===== src/rtl/paddle_pkg.sv =====
// -----------------------------------------------------------------------------
// paddle_pkg
// Shared constants and helpers for the paddle_bank encoder front end.
//   - Gray-code quadrature states Q00/Q01/Q11/Q10
//   - Decoded direction encoding (DIR_UP=+1, DIR_DN=-1, DIR_NONE=0, DIR_ERR)
//   - Default screen geometry used to derive the position limits
//   - quad_dir(): classifies one filtered-state transition
// -----------------------------------------------------------------------------
package paddle_pkg;

    localparam logic [1:0] Q00 = 2'b00;
    localparam logic [1:0] Q01 = 2'b01;
    localparam logic [1:0] Q11 = 2'b11;
    localparam logic [1:0] Q10 = 2'b10;

    // DIR_UP/DIR_DN read as 2-bit two's complement +1/-1.
    typedef enum logic [1:0] {
        DIR_NONE = 2'b00,
        DIR_UP   = 2'b01,
        DIR_ERR  = 2'b10,
        DIR_DN   = 2'b11
    } dir_e;

    localparam int unsigned SCREEN_H      = 480;
    localparam int unsigned PADDLE_H      = 64;
    localparam int unsigned POS_MAX_DEF   = SCREEN_H - PADDLE_H;
    localparam int unsigned POS_INIT_DEF  = POS_MAX_DEF / 2;

    // Forward sequence is 00 -> 01 -> 11 -> 10 -> 00.
    function automatic dir_e quad_dir(input logic [1:0] old_s, input logic [1:0] new_s);
        dir_e d;
        case ({old_s, new_s})
            {Q00, Q01}, {Q01, Q11}, {Q11, Q10}, {Q10, Q00}: d = DIR_UP;
            {Q01, Q00}, {Q11, Q01}, {Q10, Q11}, {Q00, Q10}: d = DIR_DN;
            {Q00, Q11}, {Q11, Q00}, {Q01, Q10}, {Q10, Q01}: d = DIR_ERR;
            default:                                        d = DIR_NONE;
        endcase
        return d;
    endfunction

endpackage


===== src/rtl/paddle_bank_quad_decoder.sv =====
// -----------------------------------------------------------------------------
// quad_decoder
// One encoder channel: 2-FF synchroniser, glitch filter and Gray decode.
//   clk      in   clock
//   rst_n    in   asynchronous active-low reset
//   enc_a_i  in   encoder phase A (asynchronous)
//   enc_b_i  in   encoder phase B (asynchronous)
//   step_o   out  one-cycle strobe: a legal count was decoded
//   dir_o    out  direction of that count (paddle_pkg::dir_e encoding)
//   ill_o    out  one-cycle strobe: both phases changed at once
// -----------------------------------------------------------------------------
module quad_decoder
    import paddle_pkg::*;
#(
    parameter int unsigned FILT_LEN = 3
) (
    input  logic       clk,
    input  logic       rst_n,
    input  logic       enc_a_i,
    input  logic       enc_b_i,
    output logic       step_o,
    output logic [1:0] dir_o,
    output logic       ill_o
);

    localparam logic [3:0] FILT_THR = 4'(FILT_LEN);

    logic [1:0] sync1_q, sync2_q;
    logic [1:0] filt_q, cand_q;
    logic [3:0] cnt_q;
    logic [3:0] run_d;
    logic       accept_d;
    dir_e       dir_new_d;
    dir_e       dir_q;
    logic       step_q, ill_q;

    always_comb begin
        // Length of the current run of identical synchronised samples,
        // including the present one.
        run_d = 4'd1;
        if ((sync2_q == cand_q) && (cnt_q != 4'd0)) begin
            run_d = cnt_q + 4'd1;
        end
        accept_d  = (sync2_q != filt_q) && (run_d >= FILT_THR);
        dir_new_d = quad_dir(filt_q, sync2_q);
    end

    always_ff @(posedge clk or negedge rst_n) begin
        if (!rst_n) begin
            sync1_q <= '0;
            sync2_q <= '0;
            filt_q  <= Q00;
            cand_q  <= Q00;
            cnt_q   <= '0;
            step_q  <= 1'b0;
            ill_q   <= 1'b0;
            dir_q   <= DIR_NONE;
        end else begin
            sync1_q <= {enc_a_i, enc_b_i};
            sync2_q <= sync1_q;
            step_q  <= 1'b0;
            ill_q   <= 1'b0;
            dir_q   <= DIR_NONE;
            if (sync2_q == filt_q) begin
                cnt_q <= '0;
            end else if (accept_d) begin
                filt_q <= sync2_q;
                cnt_q  <= '0;
                dir_q  <= dir_new_d;
                step_q <= (dir_new_d == DIR_UP) || (dir_new_d == DIR_DN);
                ill_q  <= (dir_new_d == DIR_ERR);
            end else begin
                cand_q <= sync2_q;
                cnt_q  <= run_d;
            end
        end
    end

    assign step_o = step_q;
    assign dir_o  = dir_q;
    assign ill_o  = ill_q;

endmodule


===== src/rtl/paddle_bank.sv =====
// -----------------------------------------------------------------------------
// paddle_bank
// Decodes CHANNELS quadrature encoders into clamped paddle positions that
// only change on the vsync rising edge (no mid-frame tearing).
//   clk      in   pixel clock
//   rst_n    in   asynchronous active-low reset
//   enc_a    in   [CHANNELS]  encoder phase A per channel (asynchronous)
//   enc_b    in   [CHANNELS]  encoder phase B per channel (asynchronous)
//   vsync    in   vertical sync; rising edge is the frame tick
//   pos      out  [CHANNELS*POS_W] packed positions, channel i at [i*POS_W +: POS_W]
//   pos_upd  out  one-cycle pulse, the cycle after pos was updated
//   err      out  [CHANNELS] sticky illegal-transition flags
//   err_clr  in   synchronous clear of all err bits (a new error wins)
// Optional build macro: PADDLE_ACCEL_EN doubles the move when |delta| >= 4.
// -----------------------------------------------------------------------------
module paddle_bank
    import paddle_pkg::*;
#(
    parameter int unsigned CHANNELS = 2,
    parameter int unsigned POS_W    = 10,
    parameter int unsigned POS_MIN  = 0,
    parameter int unsigned POS_MAX  = POS_MAX_DEF,
    parameter int unsigned POS_INIT = POS_INIT_DEF,
    parameter int unsigned STEP     = 4,
    parameter int unsigned FILT_LEN = 3,
    parameter int unsigned DELTA_W  = 6
) (
    input  logic                      clk,
    input  logic                      rst_n,
    input  logic [CHANNELS-1:0]       enc_a,
    input  logic [CHANNELS-1:0]       enc_b,
    input  logic                      vsync,
    output logic [CHANNELS*POS_W-1:0] pos,
    output logic                      pos_upd,
    output logic [CHANNELS-1:0]       err,
    input  logic                      err_clr
);

    localparam int unsigned EXT_W = POS_W + DELTA_W + 3;

    localparam logic signed [DELTA_W:0]   SAT_HI = (DELTA_W+1)'((1 << (DELTA_W-1)) - 1);
    localparam logic signed [DELTA_W:0]   SAT_LO = -SAT_HI;
    localparam logic signed [EXT_W-1:0]   STEP_X = EXT_W'(STEP);
    localparam logic signed [EXT_W-1:0]   LIM_LO = EXT_W'(POS_MIN);
    localparam logic signed [EXT_W-1:0]   LIM_HI = EXT_W'(POS_MAX);
`ifdef PADDLE_ACCEL_EN
    localparam logic signed [DELTA_W-1:0] ACC_TH = DELTA_W'(4);
`endif

    logic vsync_q;
    logic pos_upd_q;
    logic tick;

    assign tick = vsync & ~vsync_q;

    always_ff @(posedge clk or negedge rst_n) begin
        if (!rst_n) begin
            vsync_q   <= 1'b0;
            pos_upd_q <= 1'b0;
        end else begin
            vsync_q   <= vsync;
            pos_upd_q <= tick;
        end
    end

    assign pos_upd = pos_upd_q;

    for (genvar g = 0; g < CHANNELS; g++) begin : g_ch
        logic                      step;
        logic [1:0]                dir;
        logic                      ill;
        logic signed [DELTA_W-1:0] delta_q, delta_d;
        logic signed [DELTA_W-1:0] inc;
        logic signed [DELTA_W:0]   sum_w;
        logic signed [EXT_W-1:0]   mv;
        logic signed [EXT_W-1:0]   tgt;
        logic [POS_W-1:0]          pos_q, pos_d;
        logic                      err_q, err_d;

        quad_decoder #(
            .FILT_LEN (FILT_LEN)
        ) u_dec (
            .clk     (clk),
            .rst_n   (rst_n),
            .enc_a_i (enc_a[g]),
            .enc_b_i (enc_b[g]),
            .step_o  (step),
            .dir_o   (dir),
            .ill_o   (ill)
        );

        always_comb begin
            inc = '0;
            if (step) begin
                inc = (dir == DIR_DN) ? '1 : DELTA_W'(1);
            end

            // One guard bit is enough to detect leaving the symmetric range.
            sum_w = {delta_q[DELTA_W-1], delta_q} + {inc[DELTA_W-1], inc};
            if (sum_w > SAT_HI) begin
                sum_w = SAT_HI;
            end else if (sum_w < SAT_LO) begin
                sum_w = SAT_LO;
            end

            // A count arriving in the tick cycle seeds the next frame.
            delta_d = tick ? inc : sum_w[DELTA_W-1:0];

            mv = EXT_W'(delta_q) * STEP_X;
`ifdef PADDLE_ACCEL_EN
            if ((delta_q >= ACC_TH) || (delta_q <= -ACC_TH)) begin
                mv = {mv[EXT_W-2:0], 1'b0};
            end
`endif
            tgt = {{(EXT_W-POS_W){1'b0}}, pos_q} + mv;
            if (tgt < LIM_LO) begin
                pos_d = POS_W'(POS_MIN);
            end else if (tgt > LIM_HI) begin
                pos_d = POS_W'(POS_MAX);
            end else begin
                pos_d = tgt[POS_W-1:0];
            end

            err_d = (err_q & ~err_clr) | ill;
        end

        always_ff @(posedge clk or negedge rst_n) begin
            if (!rst_n) begin
                pos_q   <= POS_W'(POS_INIT);
                delta_q <= '0;
                err_q   <= 1'b0;
            end else begin
                delta_q <= delta_d;
                err_q   <= err_d;
                if (tick) begin
                    pos_q <= pos_d;
                end
            end
        end

        assign pos[g*POS_W +: POS_W] = pos_q;
        assign err[g]                = err_q;
    end

endmodule


===== config.mk =====
export PLATFORM = sky130hd
export DESIGN_NAME = paddle_bank
export DESIGN_NICKNAME = d
export VERILOG_FILES = /design/src/rtl/paddle_pkg.sv /design/src/rtl/paddle_bank_quad_decoder.sv /design/src/rtl/paddle_bank.sv
export SDC_FILE = /design/constraint.sdc
export NUM_CORES = 1
export LEC_CHECK = 0
export CAP_MARGIN = 20
export CORE_MARGIN = 2
export CORE_UTILIZATION = 59
export DETAILED_ROUTE_END_ITERATION = 12
export PLACE_DENSITY_LB_ADDON = 0.05
export SKIP_CTS_REPAIR_TIMING = 1
export SYNTH_ARGS = -nofsm -noshare
export SYNTH_HDL_FRONTEND = slang
export SYNTH_SLANG_ARGS = --single-unit

===== constraint.sdc =====
create_clock -name clk -period 3.3 [get_ports clk]
set_clock_uncertainty 0.15 [all_clocks]
set_input_delay 0.99 -clock clk [delete_from_list [all_inputs] [get_ports clk]]
set_output_delay 0.99 -clock clk [all_outputs]
set_load 0.02 [all_outputs]

# --- Yosys cells after proc, flatten, opt, wreduce, memory -nomap -nowiden ---
# Memories as Yosys holds them, arrays and structs flattened.
# Index checks and enable logic that the tools add are counted.
word_totals:
  mem_count: 2
  reg_bits: 68
  romBits: 64
  wordCells: 111
classes:
  reduce_logical: 12
  n_eq_ne: 14
  n_mux: 32
  bitwise: 11
  order_cmp: 10
  add_sub_neg: 6
memory_table:
  columns: ["name", "words", "word_bits", "read_ports", "rd_clocked_by_memory_dff", "write_ports", "line_no", "text"]
  rows:
  - ["(name not given)", 16, 2, 1, 0, 0, "paddle_pkg.sv:32", "case ({old_s, new_s})"]
  - ["(name not given)", 16, 2, 1, 0, 0, "paddle_pkg.sv:32", null]
op_table:
  columns: ["operator", "n"]
  rows:
  - ["$mux W6", 10]
  - ["$mux W10", 4]
  - ["$add A11 B8 Y12", 2]
  - ["$gt A12 B10 Y1 const B", 2]
  - ["$lt A12 B1 Y1 const B", 2]
  - ["$mux W4", 6]
  - ["$add A6 B6 Y7", 2]
  - ["$gt A7 B6 Y1 const B", 2]
  - ["$lt A7 B6 Y1 const B", 2]
  - ["$eq A2 B2 Y1 const B", 6]
  - ["$add A4 B1 Y4 const B", 2]
  - ["$eq A2 B2 Y1", 4]
  - ["$ge A4 B2 Y1 const B", 2]
  - ["$mux W1", 8]
  - ["$mux W2", 4]
  - ["$reduce_and A2 Y1", 4]
  - ["$reduce_bool A4 Y1", 2]
  - ["$not A1 Y1", 6]
  - ["$eq A2 B1 Y1 const B", 2]
  - ["$logic_and A1 B1 Y1", 4]
  - ["$ne A2 B2 Y1", 2]
  - ["$and A1 B1 Y1", 3]
  - ["$logic_or A1 B1 Y1", 2]
  - ["$or A1 B1 Y1", 2]

# --- Longest topological paths before layout ---
# Gate-level depths: netlist of the first run.
logic_depth:
  word_depth: 8
  ltp_mapped: 10
  depth_no_buf: 10

# --- Hierarchy ---
# A second synthesis of the first run with hierarchy kept.
hier_totals:
  hier_cells: 407
  area_unflattened_um2: 4151.5
by_module_without_submodules:
  columns: ["mod", "area_per_inst_um2", "cells_per_inst", "n_inst", "seq_area_each_um2"]
  rows:
  - ["paddle_bank", 2747.6, 295, 1, 808.3]
  - ["quad_decoder", 701.9, 56, 2, 375.4]

# --- Least setup slack after synthesis of the first run ---
# Ideal clock, no wire load.
synth_path:
  kind: "register to register"
  from: "register g_ch[1].pos_q[2]"
  to: "register g_ch[1].pos_q[5]"
  path_stages_with_launch: 10
  arrival_time_ns: 2.313
  setup_time_ns: 0.119
  n_path_buf: 0
  setup_slack_ns: 0.718
  synth_period_minus_slack_ns: 2.582
  cell_sequence: "dfrtp_1 > ha_1 > fa_1 > a211oi_1 > nor4_1 > nor2_1 > o21ai_0 > nor3_2 > o2111ai_4 > o21a_1"
synth_between:
  elab_chain_len: 4
  elab_cells_between_ends: 5
  cone_classes: "1 x add/sub; 2 x order compare; 2 x mux"
synth_lines:
  columns: ["item", "line_no", "text"]
  rows:
  - ["start: declaration", "paddle_bank.sv:77", "logic [POS_W-1:0] pos_q, pos_d;"]
  - ["start signal: assignment", "paddle_bank.sv:129", "pos_q <= POS_W'(POS_INIT);"]
  - ["start signal: assignment", "paddle_bank.sv:136", "pos_q <= pos_d;"]
  - ["$add A11 B8 Y12 *", "paddle_bank.sv:115", "tgt = {{(EXT_W-POS_W){1'b0}}, pos_q} + mv;"]
  - ["$gt A12 B10 Y1", "paddle_bank.sv:118", "end else if (tgt > LIM_HI) begin"]
  - ["$mux W10", "paddle_bank.sv:118", null]
  - ["$mux W10 *", "paddle_bank.sv:116", "if (tgt < LIM_LO) begin"]
# Mark *: on every way between the ends. The rest lies on a longest branch, timed or not.
# A chain may end at the register's enable or synchronous reset.

# --- Worst setup path after layout of the first run ---
layout_path:
  from: "register g_ch[0].u_dec.dir_q[0]"
  to: "register g_ch[0].delta_q[1]"
layout_between:
  elab_chain_len: 8
  elab_cells_between_ends: 9
  cone_classes: "1 x add/sub; 2 x order compare; 1 x eq/ne; 5 x mux"
layout_lines:
  columns: ["item", "line_no", "text"]
  rows:
  - ["start: declaration", "paddle_bank_quad_decoder.sv:34", "dir_e dir_q;"]
  - ["start signal: assignment", "paddle_bank_quad_decoder.sv:69", "dir_q <= dir_new_d;"]
  - ["$eq A2 B2 Y1 *", "paddle_bank.sv:95", "inc = (dir == DIR_DN) ? '1 : DELTA_W'(1);"]
  - ["$mux W6 *", "paddle_bank.sv:95", null]
  - ["$mux W6 *", "paddle_bank.sv:94", "if (step) begin"]
  - ["$add A6 B6 Y7", "paddle_bank.sv:99", "sum_w = {delta_q[DELTA_W-1], delta_q} + {inc[DELTA_W-1], inc};"]
  - ["$lt A7 B6 Y1", "paddle_bank.sv:102", "end else if (sum_w < SAT_LO) begin"]
  - ["$mux W6", "paddle_bank.sv:102", null]
  - ["$mux W6", "paddle_bank.sv:100", "if (sum_w > SAT_HI) begin"]
  - ["$mux W6 *", "paddle_bank.sv:107", "delta_d = tick ? inc : sum_w[DELTA_W-1:0];"]
  - ["named net g_ch[0].delta_d[1]", "paddle_bank.sv:72", "logic signed [DELTA_W-1:0] delta_q, delta_d;"]
  - ["end signal: assignment", "paddle_bank.sv:133", "delta_q <= delta_d;"]
  - ["end: declaration", "paddle_bank.sv:72", null]
# The timed path passes the listed nets; every way through them passes the cells marked *.

==> flow_summary_export.csv, run 1 <==
group,metric,value,unit
pwr,powerDensity,944,nW/um^2
route,drtPass1Iterations,5,
synthesis,ys_top_cells_by_area,"dfrtp_1, ha_1, dfstp_2, a21oi_1, xnor2_1",
clock_network,htreeDepth,3,
timing,fin_setup_tns,0,ps
die,pin_count,31,
route,drt_iter0_drc,99,
grt,grt_pass1_vias,2991,
timing,fin_crit,2670,ps
critical_path,path_class,"reg2reg",
final_layout,fillers,507,
critical_path,cp-start-kind,"register",
synthesis,yosys_warnings,0,
timing,worst_pin_slew,698,ps
grt,grt_first_pass_wirelength,12800,um
grt,track_usage,0.217,
clock_network,worst_skew_pair.late_latency,330,ps
timing,worst_slew_margin_rel,0.535,
critical_path,cp_data_required_time,3340,ps
placed_design,preCtsSetupSlack,645,ps
timing,fmax,374,MHz
clock_network,cts_made_buffers,9,
synthesis,yosys.cell_types.count,56,
status,status,"completed",
clock_network,max-clock-path-buffers,2,
route,avgRoutedWirePerCell,13.6,um
final_layout,layout_common_cells,"dfrtp_1, ha_1, a21oi_1, nand2_1, nor2_1",
placed_design,gp_congestion,0.824,
route,wl,7070,um
route,drc_errors,0,
synthesis,ys_ff_latch,62,
die,fp-row-count,29,
grt,grt_max_degree,32,
synthesis,ys_async_sr_fraction,1.00,
clock_network,path_clk_slew,60,ps
synthesis,synth_area,3920,um^2
pwr,irDropWorstVdd,0.000603,V
timing,setup_viol,0,
die,die_x,85.5,um
final_layout,areaGrowthSynthToFinish,14.0,%
route,via_count,2956,
clock_network,cts_root_buf,"clkbuf_8",
pwr,leakage,2.09,nW
grt,antenna_found_initial,0,
synthesis,yosysTopAreaCell,"dfrtp_1",
synthesis,yosysTopAreaCellShare,0.357,
synthesis,synth_edf_count,0,
final_layout,final_common_cell,"dfrtp_1",
min_path,min_path_type,"reg2reg",
final_layout,layout-drive-gt1-share,0.106,
critical_path,worst-path-max-fanout,6,
timing,drv_slew,0,
clock_network,cts_tree,"done",
die,coreArea,6390,um^2
final_layout,diodes,0,
placed_design,dp.final_hpwl,5430,um
clock_network,clock-sinks,62,
critical_path,arrival,2710,ps
flow_run,maxCapViolations,0,
grt,grt_overflow,0,
die,start_util,0.614,
synthesis,ys.flop_type,"dfrtp_1",
die,dieArea,7310,um^2
synthesis,synthCells,400,
final_layout,nets,483,
timing,hold_viol_final,0,
critical_path,endpoint_kind,"register",
route,ant_nets,0,
synthesis,syn_avg_cell_area,9.80,um^2
timing,timing.final.ws_setup,628,ps
timing,rsz0062_at_grt,"no",
die,die_y,85.5,um
synthesis,synth-seq-area-share,0.398,
route,via_per_inst,5.70,
placed_design,io_buffers,26,
timing,finalCritPeriodShare,0.810,
==> layout make-up <==
| type | count | area, um^2 | share of cell area |
|---|---|---|---|
| multi-input cells | 309 | 2230 | 0.499 |
| well taps | 77 | 96.3 | 0.0216 |
| clock buffers | 12 | 155 | 0.0347 |
| inverters | 24 | 90.1 | 0.0202 |
| repair buffers | 31 | 293 | 0.0655 |
| clock inverters | 4 | 45.0 | 0.0101 |
| flip-flops and latches | 62 | 1560 | 0.349 |
==> cell families (layout without fill, tap and decap cells) <==
kind of cell | Yosys count | count (layout) | share of synthesized area
flops | 62 | 62 | 0.398
xor+xnor | 27 | 27 | 0.0603
fa+ha+maj | 38 | 38 | 0.129
mux | 10 | 10 | 0.0268
compound gates | 107 | 107 | 0.183
other cells | 1 | 8 | 0.000956
buf+inv | 36 | 71 | 0.0402
simple gates | 119 | 119 | 0.162
==> state kept, by name, summed over array words and instances (netlist names), 2 cells and up <==
name	cells
g_ch.u_dec.cand_q	4
g_ch.u_dec.ill_o	2
g_ch.delta_q	12
g_ch.pos_q	16
g_ch.u_dec.filt_q	4
g_ch.u_dec.sync1_q	4
g_ch.u_dec.sync2_q	4
g_ch.u_dec.cnt_q	8
g_ch.u_dec.dir_o	3
g_ch.err_q	2
==> cells in the mapped netlist (3+ instances only) <==
library cell and n:
xor2_1 10, fa_1 4, inv_1 24, a21o_1 12, dfstp_2 6, nor3b_1 4, nor2_1 26, xnor2_1 17
clkbuf_1 6, nor3_1 6, a22o_1 4, nand4_1 3, nand2b_1 6, a21oi_2 3, mux2_2 4, ha_1 34
mux2i_1 6, nand3_1 12, a21oi_1 31, nand3b_1 4, o22ai_1 3, a22oi_1 4, buf_4 6, nor2b_1 9
and3_1 4, o21ai_1 5, nand2_1 29, o21ai_0 21, dfrtp_1 56
==> path summary, 6_finish.rpt <==
path | from | end | slack [ps] | depth (start not counted)
worst max register to register | g_ch[0].u_dec.dir_o[0] | g_ch[0].delta_q[1] | 630 | 10
min in group asynchronous | rst_n | g_ch[1].delta_q[4] | 560 | 1
worst min-delay path | g_ch[0].u_dec.sync1_q[0] | g_ch[0].u_dec.sync2_q[0] | 200 | 0
worst max-delay path | g_ch[0].u_dec.dir_o[0] | g_ch[0].delta_q[1] | 630 | 10
max in group asynchronous | rst_n | g_ch[0].pos_q[4] | 1720 | 2
worst min register to register | g_ch[0].u_dec.sync1_q[0] | g_ch[0].u_dec.sync2_q[0] | 200 | 0
==> per-layer routing <==
layer  wire length (um)  GRT usage  share of wire
met1               3300      0.272           0.47
met2               3480      0.365           0.49
met3                201     0.0414          0.028
met4                 89     0.0967          0.013
met5                  0          0              0
==> where the power goes <==
group	leakage, nW	internal [mW]	switching, mW	total (mW)
Sequential	0.748	1.02	0.241	1.26
Combinational	1.23	1.04	1.25	2.29
Clock	0.106	0.386	0.283	0.670
==> stage by stage <==
step           power, mW   util  area (um^2)  instances  hold WS, ps
2_1_floorplan       3.01      -         3950        407          181
3_3_place_gp        3.49  0.668         4270        503          181
3_5_place_dp        3.56  0.668         4270        503          186
4_1_cts             4.25  0.700         4470        519          200
5_1_grt             4.60  0.700         4470        519          204
6_report            4.22  0.700         4470        519          197
==> critical path: stages, from the launching register on <==
cell and delay, ps:
dfrtp_1 400, nand2_1 120, inv_1 120, ha_1 290, a21o_1 180, a21oi_2 180
xnor2_1 120, or4b_1 500, o21ai_1 150, nor3b_1 230, a311oi_1 80
Power figures use the tool's default switching activity.
==> run 2: changes to the inputs <==
Clock period 3.3 ns to 2.8 ns, I/O delays scaled along.
==> run 2 against run 1 <==
  * Sequential share of layout area is 0.11 points lower
  * Clock power increased by 8.2%
  * Fmax rose by 1.2%
  * Die area unchanged
  * Power increased by 18%
  * Flip-flop and latch count stayed put
  * First-iteration DRC count down 17%
  * Global-route usage down 0.16 points
  * Worst setup slack lost 470 ps
  * Cell area increased by 0.31%
  * Critical path type unchanged
  * Largest power group unchanged
==> flow_summary_export.csv, run 2 (same netlist as run 1, synthesis figures left out) <==
group,metric,value,unit
min_path,whs_path_depth,0,
die,coreArea,6390,um^2
route,avgRoutedWirePerCell,14.2,um
final_layout,nets,482,
final_layout,largest_register_ffs,16,
placed_design,preCtsSetupSlack,77.9,ps
clock_network,cts_tree,"done",
critical_path,cp_data_required_time,2840,ps
pwr,leakage,2.08,nW
timing,worst_pin_slew,530,ps
grt,grt_overflow,0,
timing,fin_setup_tns,0,ps
pwr,powerDensity,1110,nW/um^2
pwr,power.share.clock,0.146,
pwr,fin_total_pwr,4.96,mW
critical_path,reg2reg_depth,10,
die,die_x,85.5,um
pwr,irDropWorstVdd,0.000729,V
route,via_per_inst,5.82,
critical_path,path_class,"reg2reg",
min_path,min_path_type,"reg2reg",
critical_path,reg2reg_to,"g_ch[0].delta_q[1]",
clock_network,cts_made_buffers,9,
final_layout,final_common_cell,"dfrtp_1",
flow_run,maxCapViolations,0,
timing,fmax,379,MHz
placed_design,placed_cells,502,
clock_network,htreeDepth,3,
clock_network,cts_root_buf,"clkbuf_8",
timing,setup_viol,0,
final_layout,reg.largest.list,"g_ch.pos_q x16, g_ch.delta_q x12, g_ch.u_dec.cnt_q x8",
timing,timing.final.ws_setup,159,ps
placed_design,gp_congestion,0.829,
critical_path,endpoint_kind,"register",
grt,track_usage,0.215,
route,drc_errors,0,
min_path,min-delay-start,"g_ch[1].u_dec.sync1_q[1]",
placed_design,place_area,4290,um^2
timing,whs,202,ps
die,pin_count,31,
pwr,p_int,2.84,mW
final_layout,fillers,480,
critical_path,worst-path-max-fanout,6,
min_path,whs_endpoint,"g_ch[1].u_dec.sync2_q[1]",
pwr,switching_share,0.427,
final_layout,largest-register,"g_ch.pos_q",
clock_network,clock-sinks,62,
placed_design,io_buffers,26,
critical_path,worstReg2RegStart,"g_ch[0].u_dec.dir_o[0]",
pwr,seqPwrFrac,0.298,
grt,grt_pass1_vias,2922,
final_layout,final_area,4480,um^2
final_layout,layout_common_cells,"dfrtp_1, ha_1, a21oi_1, nand2_1, nor2_1",
timing,hold_viol_final,0,
final_layout,diodes,0,
critical_path,cp-start-kind,"register",
timing,worst_slew_margin_rel,0.643,
timing,finalCritPeriodShare,0.943,
final_layout,areaGrowthSynthToFinish,14.3,%
pwr,netSwitchingPower,2.12,mW
critical_path,regToRegSetupSlack,160,ps
clock_network,max-clock-path-buffers,2,
route,drt_iter0_drc,82,
placed_design,dp.final_hpwl,5360,um
die,die_y,85.5,um
die,start_util,0.614,
timing,fin_crit,2640,ps
final_layout,layout-drive-gt1-share,0.109,
status,status,"completed",
grt,grt_first_pass_wirelength,12600,um
pwr,combPwrFrac,0.555,
route,via_count,3015,
clock_network,worst_skew_pair.late_latency,340,ps
route,wl,7340,um
die,fp-row-count,29,
critical_path,arrival,2690,ps
clock_network,path_clk_slew,60,ps
timing,drv_slew,0,
final_layout,final_util,0.702,
grt,antenna_found_initial,0,
grt,grt_max_degree,46,
route,drtPass1Iterations,4,
route,ant_nets,0,
final_layout,final_cells,518,
die,dieArea,7310,um^2
-- run 2: cell count changes in the layout (fill, tap and decap cells not counted), moves of 2 or more --
cell      delta
clkinv_2     -3
buf_4        -3
buf_12       +2
clkbuf_1     +3
-- run 2: how the worst max path moves through the flow --
stage / endpoint / startpoint / slack [ps] / cells past startpoint
finish: g_ch[0].delta_q[1] / g_ch[0].u_dec.dir_o[0] / 160 / 10
global route: g_ch[0].delta_q[1] / g_ch[0].u_dec.dir_o[0] / -10 / 10
CTS: g_ch[0].delta_q[1] / g_ch[0].u_dec.dir_o[0] / -1 / 10
detailed placement: g_ch[0].delta_q[1] / g_ch[0].u_dec.dir_o[0] / 80 / 10
global placement: g_ch[1].pos_q[5] / g_ch[1].pos_q[2] / 180 / 9
floorplan: g_ch[1].pos_q[5] / g_ch[1].pos_q[2] / 220 / 9
-- run 2: metal layers --
layer  global-route usage  share of wire
met5                    0              0
met3               0.0337          0.036
met2                0.366           0.50
met4                0.110          0.011
met1                0.266           0.45
-- run 2: layout make-up --
cell class / count / area [um^2] / share of cell area
multi-input cells: 309 / 2250 / 0.501
repair buffers: 30 / 310 / 0.0692
clock buffers: 16 / 180 / 0.0402
inverters: 24 / 90.1 / 0.0201
well taps: 77 / 96.3 / 0.0215
flip-flops and latches: 62 / 1560 / 0.348
-- run 2: worst max-delay path, cell delays in order, from the launching register on --
cell and delay (ps):
dfrtp_1 410, nand2_2 110, inv_2 80, ha_1 270, a21o_1 190, a21oi_2 170
xnor2_1 110, or4b_1 520, o21ai_2 170, nor3b_2 240, a311oi_1 90
-- run 2: power by group through the flow --
stage,clock network [mW],logic [mW],registers (mW)
after floorplan,0,2.02,1.53
after global placement,0,2.64,1.48
after detailed placement,0,2.71,1.50
after CTS,0.742,2.73,1.48
after global routing,0.784,3.08,1.53
final,0.725,2.75,1.48
